### src/rtl/player_motion.sv
// player_motion: per-frame sprite physics for a platform jumper.
// Handles spawn, gravity, platform bounces, screen wrap and game over.
module player_motion #(
    parameter int NUM_PLAT = 3,
    parameter int X_START  = 280,
    parameter int Y_START  = 460,
    parameter int X_MAX    = 639,
    parameter int Y_MAX    = 479,
    parameter int SIZE_X   = 8,
    parameter int SIZE_Y   = 10,
    parameter int X_STEP   = 1,
    parameter int JUMP_V   = 3,
    parameter int GRAV_DIV = 8,
    parameter int MAX_FALL = 4,
    parameter int TOL      = 5,
    parameter int WRAP_X   = 1
) (
    input  logic                    frame_clk,
    input  logic                    Reset,
    input  logic [7:0]              keycode,
    input  logic [10*NUM_PLAT-1:0]  plat_x,
    input  logic [10*NUM_PLAT-1:0]  plat_y,
    input  logic [10*NUM_PLAT-1:0]  plat_w,
    output logic [9:0]              pos_x,
    output logic [9:0]              pos_y,
    output logic [9:0]              vel_y,
    output logic [1:0]              state,
    output logic                    bounce,
    output logic [((NUM_PLAT > 1) ? $clog2(NUM_PLAT) : 1)-1:0] bounce_idx,
    output logic [7:0]              bounce_cnt,
    output logic                    gg
);

    localparam int IW = (NUM_PLAT > 1) ? $clog2(NUM_PLAT) : 1;
    localparam int CW = (GRAV_DIV > 1) ? $clog2(GRAV_DIV) : 1;

    localparam logic [9:0]         X_INIT  = 10'(X_START);
    localparam logic [9:0]         Y_INIT  = 10'(Y_START);
    localparam logic signed [11:0] HALF_X  = 12'(SIZE_X / 2);
    localparam logic signed [11:0] SZ_X    = 12'(SIZE_X);
    localparam logic signed [11:0] SZ_Y    = 12'(SIZE_Y);
    localparam logic signed [11:0] FLOOR   = 12'(Y_MAX);
    localparam logic signed [11:0] X_RIGHT = 12'(X_MAX + 1 - SIZE_X);
    localparam logic signed [11:0] X_EDGE  = 12'(X_MAX + 1);
    localparam logic signed [11:0] STEP    = 12'(X_STEP);
    localparam logic signed [11:0] JUMP    = 12'(JUMP_V);
    localparam logic signed [11:0] FALL    = 12'(MAX_FALL);
    localparam logic signed [11:0] WIN     = 12'(TOL);
    localparam logic [CW-1:0]      CNT_TOP = CW'(GRAV_DIV - 1);

    typedef enum logic [1:0] {
        READY = 2'd0,
        RUN   = 2'd1,
        OVER  = 2'd2
    } state_t;

    state_t        st;
    logic [CW-1:0] grav_cnt;

    logic                key_l, key_r, key_j;
    logic signed [11:0]  px, py, vy;
    logic signed [11:0]  vel_x, cx, foot;
    logic signed [11:0]  plx, ply, plw;
    logic signed [11:0]  vy_n, y_sum, y_n, x_sum, x_n;
    logic [CW-1:0]       cnt_n;
    logic                cnt_wrap, land, floor_hit;
    logic [IW-1:0]       land_idx;
    logic                unused_hi;

    assign key_l = (keycode == 8'd4);
    assign key_r = (keycode == 8'd7);
    assign key_j = (keycode == 8'd44);

    assign px = $signed({2'b00, pos_x});
    assign py = $signed({2'b00, pos_y});
    assign vy = $signed({{2{vel_y[9]}}, vel_y});

    assign state     = st;
    assign unused_hi = ^{x_n[11:10], y_n[11:10], vy_n[11:10]};

    // Next-frame velocity and position, landing search over all platforms
    always_comb begin
        vel_x = '0;
        if (key_l) begin
            vel_x = -STEP;
        end else if (key_r) begin
            vel_x = STEP;
        end

        cx   = px + HALF_X;
        foot = py + SZ_Y;

        // Scan high-to-low so the lowest qualifying index wins
        land     = 1'b0;
        land_idx = '0;
        plx      = '0;
        ply      = '0;
        plw      = '0;
        for (int i = NUM_PLAT - 1; i >= 0; i--) begin
            plx = $signed({2'b00, plat_x[10*i +: 10]});
            ply = $signed({2'b00, plat_y[10*i +: 10]});
            plw = $signed({2'b00, plat_w[10*i +: 10]});
            if (vy > 12'sd0 &&
                cx >= plx && cx <= plx + plw &&
                foot >= ply - WIN && foot < ply + WIN) begin
                land     = 1'b1;
                land_idx = IW'(i);
            end
        end

        cnt_wrap = (grav_cnt == CNT_TOP);
        cnt_n    = cnt_wrap ? '0 : grav_cnt + 1'b1;

        vy_n = vy;
        if (cnt_wrap && vy < FALL) begin
            vy_n = vy + 12'sd1;
        end
        if (land) begin
            vy_n  = -JUMP;
            cnt_n = '0;
        end

        y_sum = py + vy_n;
        y_n   = y_sum;
        if (y_sum < 12'sd0) begin
            y_n  = '0;
            vy_n = '0;
        end

        x_sum = px + vel_x;
        x_n   = x_sum;
        if (WRAP_X != 0) begin
            if (x_sum < 12'sd0) begin
                x_n = X_RIGHT;
            end else if (x_sum + SZ_X > X_EDGE) begin
                x_n = '0;
            end
        end else begin
            if (x_sum < 12'sd0) begin
                x_n = '0;
            end else if (x_sum > X_RIGHT) begin
                x_n = X_RIGHT;
            end
        end

        floor_hit = (foot >= FLOOR);
    end

    // Frame-rate game FSM: spawn, run physics, game over, restart
    always_ff @(posedge frame_clk) begin
        if (Reset) begin
            st         <= READY;
            pos_x      <= X_INIT;
            pos_y      <= Y_INIT;
            vel_y      <= '0;
            grav_cnt   <= '0;
            bounce     <= 1'b0;
            bounce_idx <= '0;
            bounce_cnt <= '0;
            gg         <= 1'b0;
        end else begin
            unique case (st)
                READY: begin
                    pos_x    <= X_INIT;
                    pos_y    <= Y_INIT;
                    vel_y    <= '0;
                    grav_cnt <= '0;
                    bounce   <= 1'b0;
                    gg       <= 1'b0;
                    if (key_l || key_r || key_j) begin
                        st <= RUN;
                    end
                end
                RUN: begin
                    bounce <= 1'b0;
                    if (floor_hit) begin
                        st <= OVER;
                        gg <= 1'b1;
                    end else begin
                        pos_x    <= x_n[9:0];
                        pos_y    <= y_n[9:0];
                        vel_y    <= vy_n[9:0];
                        grav_cnt <= cnt_n;
                        if (land) begin
                            bounce     <= 1'b1;
                            bounce_idx <= land_idx;
                            if (bounce_cnt != 8'hFF) begin
                                bounce_cnt <= bounce_cnt + 8'd1;
                            end
                        end
                    end
                end
                OVER: begin
                    vel_y  <= '0;
                    bounce <= 1'b0;
                    gg     <= 1'b1;
                    if (key_j) begin
                        st         <= READY;
                        pos_x      <= X_INIT;
                        pos_y      <= Y_INIT;
                        grav_cnt   <= '0;
                        bounce_idx <= '0;
                        bounce_cnt <= '0;
                        gg         <= 1'b0;
                    end
                end
                default: begin
                    st <= READY;
                end
            endcase
        end
    end

endmodule
### config.mk
export PLATFORM = sky130hd
export DESIGN_NAME = player_motion
export DESIGN_NICKNAME = d
export VERILOG_FILES = /design/src/rtl/player_motion.sv
export SDC_FILE = /design/constraint.sdc
export NUM_CORES = 1
export LEC_CHECK = 0
export BUFFER_PORTS_ARGS = -buffer_cell sky130_fd_sc_hd__buf_4
export CAP_MARGIN = 20
export CORE_MARGIN = 2
export CORE_UTILIZATION = 50
export DETAILED_ROUTE_END_ITERATION = 6
export MAX_ROUTING_LAYER = met4
export PLACE_DENSITY_LB_ADDON = 0.05
export SETUP_SLACK_MARGIN = 0.5
export SLEW_MARGIN = 10
export SYNTH_ARGS = -nofsm -noshare
export SYNTH_HDL_FRONTEND = slang
export SYNTH_SLANG_ARGS = --single-unit
export TNS_END_PERCENT = 30
### constraint.sdc
create_clock -name frame_clk -period 6.9 [get_ports frame_clk]
set_input_delay 0 -clock frame_clk [delete_from_list [all_inputs] [get_ports frame_clk]]
set_output_delay 0 -clock frame_clk [all_outputs]
set_load 0.05 [all_outputs]
==> reports/results.txt <==
Status = finished clean
Total GRT Usage = 25.0%
Die Footprint = 18200 sq um
DP HPWL = 18.3 mm
Io pins = 144
Final Power = 949 uW
CP max FO = 9
Worst Hold Class = in -> reg
R2r setup slk = 1.10 ns
Dpl cell area = 9850 sq um
Ant diodes = 0
Commonest non-fill, non-tap cell in the layout = ha_1
Post-Place Cells = 1438
DR DRC count = 0
CTS tree = done
Max_cap viols = 0
H-tree depth = 2
Min Hold Slack = 0.0246 ns
Setup ws final = 1.10 ns
Cell Chain, Critical Path = ha_1 > o2111ai_1 > nor2_1 > xnor2_2 > ha_1 > o21a_1 > o2111ai_1 > a31oi_1 > or3b_2 > o41ai_2 > buf_4 > nor2_1 > and2_1 > inv_1 > ha_1 > nor2b_1 > o31ai_1 > a21oi_1 > and4_1 > a2111oi_0 > o31ai_1 > or2_2 > o221a_2
Clk Latency, worst-skew pair = 0.29 ns
Fin area = 10100 sq um
GR Overflow Total = 0
Ys flop type = dfxtp_1
Period utilization = 84.0%
Non-filler cells, final = 1447
Worst Skew = 0.0104 ns
Vias in the first global route = 7833
Worst EP arrival = 5.99 ns
CTS max path bufs = 2
Root Driver = clkbuf_16
Worst Path Required = 7.09 ns
Starting Density = 51.4%
Synth Cell Area = 8560 sq um
TritonCTS buffer count = 5
Yosys top cell by area = ha_1
DP Worst Slack = 0.684 ns
Cell variety after synth = 75
Largest net degree at the start of global routing = 19
Share of the synthesized area in the top cell type = 28.4%
Antenna-violating nets left = 0
Seq/Total Area, Yosys = 11.0%
Avg WL per Cell = 15.2 microns
CTS Sinks = 47
Critical-path top delay cell = or3b_2
Via density = 5.71
Tmin final = 5.80 ns
RSZ-0062 raised after global routing = false
First-pass GRT wire length = 36.9 mm
Max stage delay on crit path = 0.48 ns
Fin nets = 1525
Cells after synthesis = 1090
PD cells = 94.3 nW/um^2
Fmax = 172 MHz
Share of post-route cells with drive strength above 1 = 15.1%
Kind of critical path = reg -> reg
DRT Pass-1 Iters = 5
I/O Buffers = 143
Syn avg cell area = 7.85 sq um
Setup TNS Final = 0 ns
Clock transition at path regs = 0.07 ns
Post-synth EDFFs = 0
Synth warn = 0
Final Hold Fails = 0
Initial antenna violation count = 1
Die width = 135 microns
P&R area growth vs syn = 17.5%
Critical path's most frequent cell = ha_1
Final core occ = 60.4%
CP Launch Type = flop
#FFs+latches synth = 47
Crit end category = flop
Commonest non-fill, non-tap cells in the layout = 194 x ha_1, 149 x buf_4, 102 x inv_1
Worst slew pin tran = 0.863 ns
Starting DRT DRC Count = 392
P_leak = 4.74 nW
Detailed-route wire length = 22.0 mm
# rows = 47
Core area = 16600 sq um
Die height = 135 microns
Via count = 8269
Syn Nets = 1389
CTS Hold Bufs = 0
Slew HR = 42.0%
Post-synth ARST share = 0%
Final setup viols = 0
Final GP Congestion = 0.879
Peak supply drop = 0.0853 mV
Max-slew violation count = 0
Top cells by area, synth = ha_1 28%, dfxtp_1 11%, xnor2_1 6.3%, a21oi_1 4.7%, xor2_1 4.6%
## critical path: cells and delay by family (launching register included)
family	cells	cell delay, ns
xor+xnor	1	0.38
simple gates	7	1.64
compound gates	10	2.11
fa+ha+maj	3	0.88
buf+inv	2	0.26
flops	1	0.42
## area by class of cell
cell class                 count  area (sq um)
clock inverter                 3          46.3
multi-input combinational    919          7140
sequential                    47           941
fill                        1620          6590
tap                          220           275
inverter                     103           387
timing repair buffer         150          1140
clock buffer                   5           125
## state kept, by name, indices dropped and copies added (netlist names)
register	cells
grav_cnt	3
bounce	1
state	2
pos_x	10
gg	1
vel_y	10
pos_y	10
bounce_cnt	8
bounce_idx	2
## cell families after synthesis
logic type,share of synthesized area [%]
AOI/OAI and AO/OA,22.7
xor gates and xnor gates,11.0
adders and majority gates,29.5
buffers and inverters,5.66
DFF,11.0
muxes,0.877
and+or+nand+nor,19.3
## synth_stat cells, drive strengths merged (12+ instances only)
cell type and count:
inv 102, dfxtp 47, and3 18, o21bai 12, nor2 68, nor3 24, xnor2 62, clkbuf 16
nand2 69, ha 194, nand3 24, nand4 15, a21o 20, nor2b 15, a21oi 81, xor2 45
a211oi 17, o21ai 67
## path summary, 6_finish.rpt
| check | start | endpoint | cells past startpoint |
|---|---|---|---|
| worst max-delay path | pos_y[1] | pos_y[2] | 23 |
| worst min-delay path | Reset | bounce | 2 |
| worst max register to register | pos_y[1] | pos_y[2] | 23 |
| worst min register to register | grav_cnt[2] | grav_cnt[2] | 2 |
## routing by layer
metal / up-vias / track usage [%] / part of all wire, %
met5: - / - / 0
met4: 0 / 4.62 / 0.92
met3: 20 / 1.20 / 4.7
met2: 183 / 41.7 / 46
met1: 3791 / 34.0 / 48
li1: 4275 / - / -
## power by group
part	total, mW	internal (mW)	switching (mW)
registers	0.278	0.274	0.00399
logic	0.393	0.187	0.206
clock network	0.278	0.172	0.106
## repair_timing
action / CTS / global route
buffers inserted: 0 / 1
endpoints found under the setup margin: 0 / 19
resized for setup: 0 / 2
No activity file was read; power rests on OpenSTA's default activity.
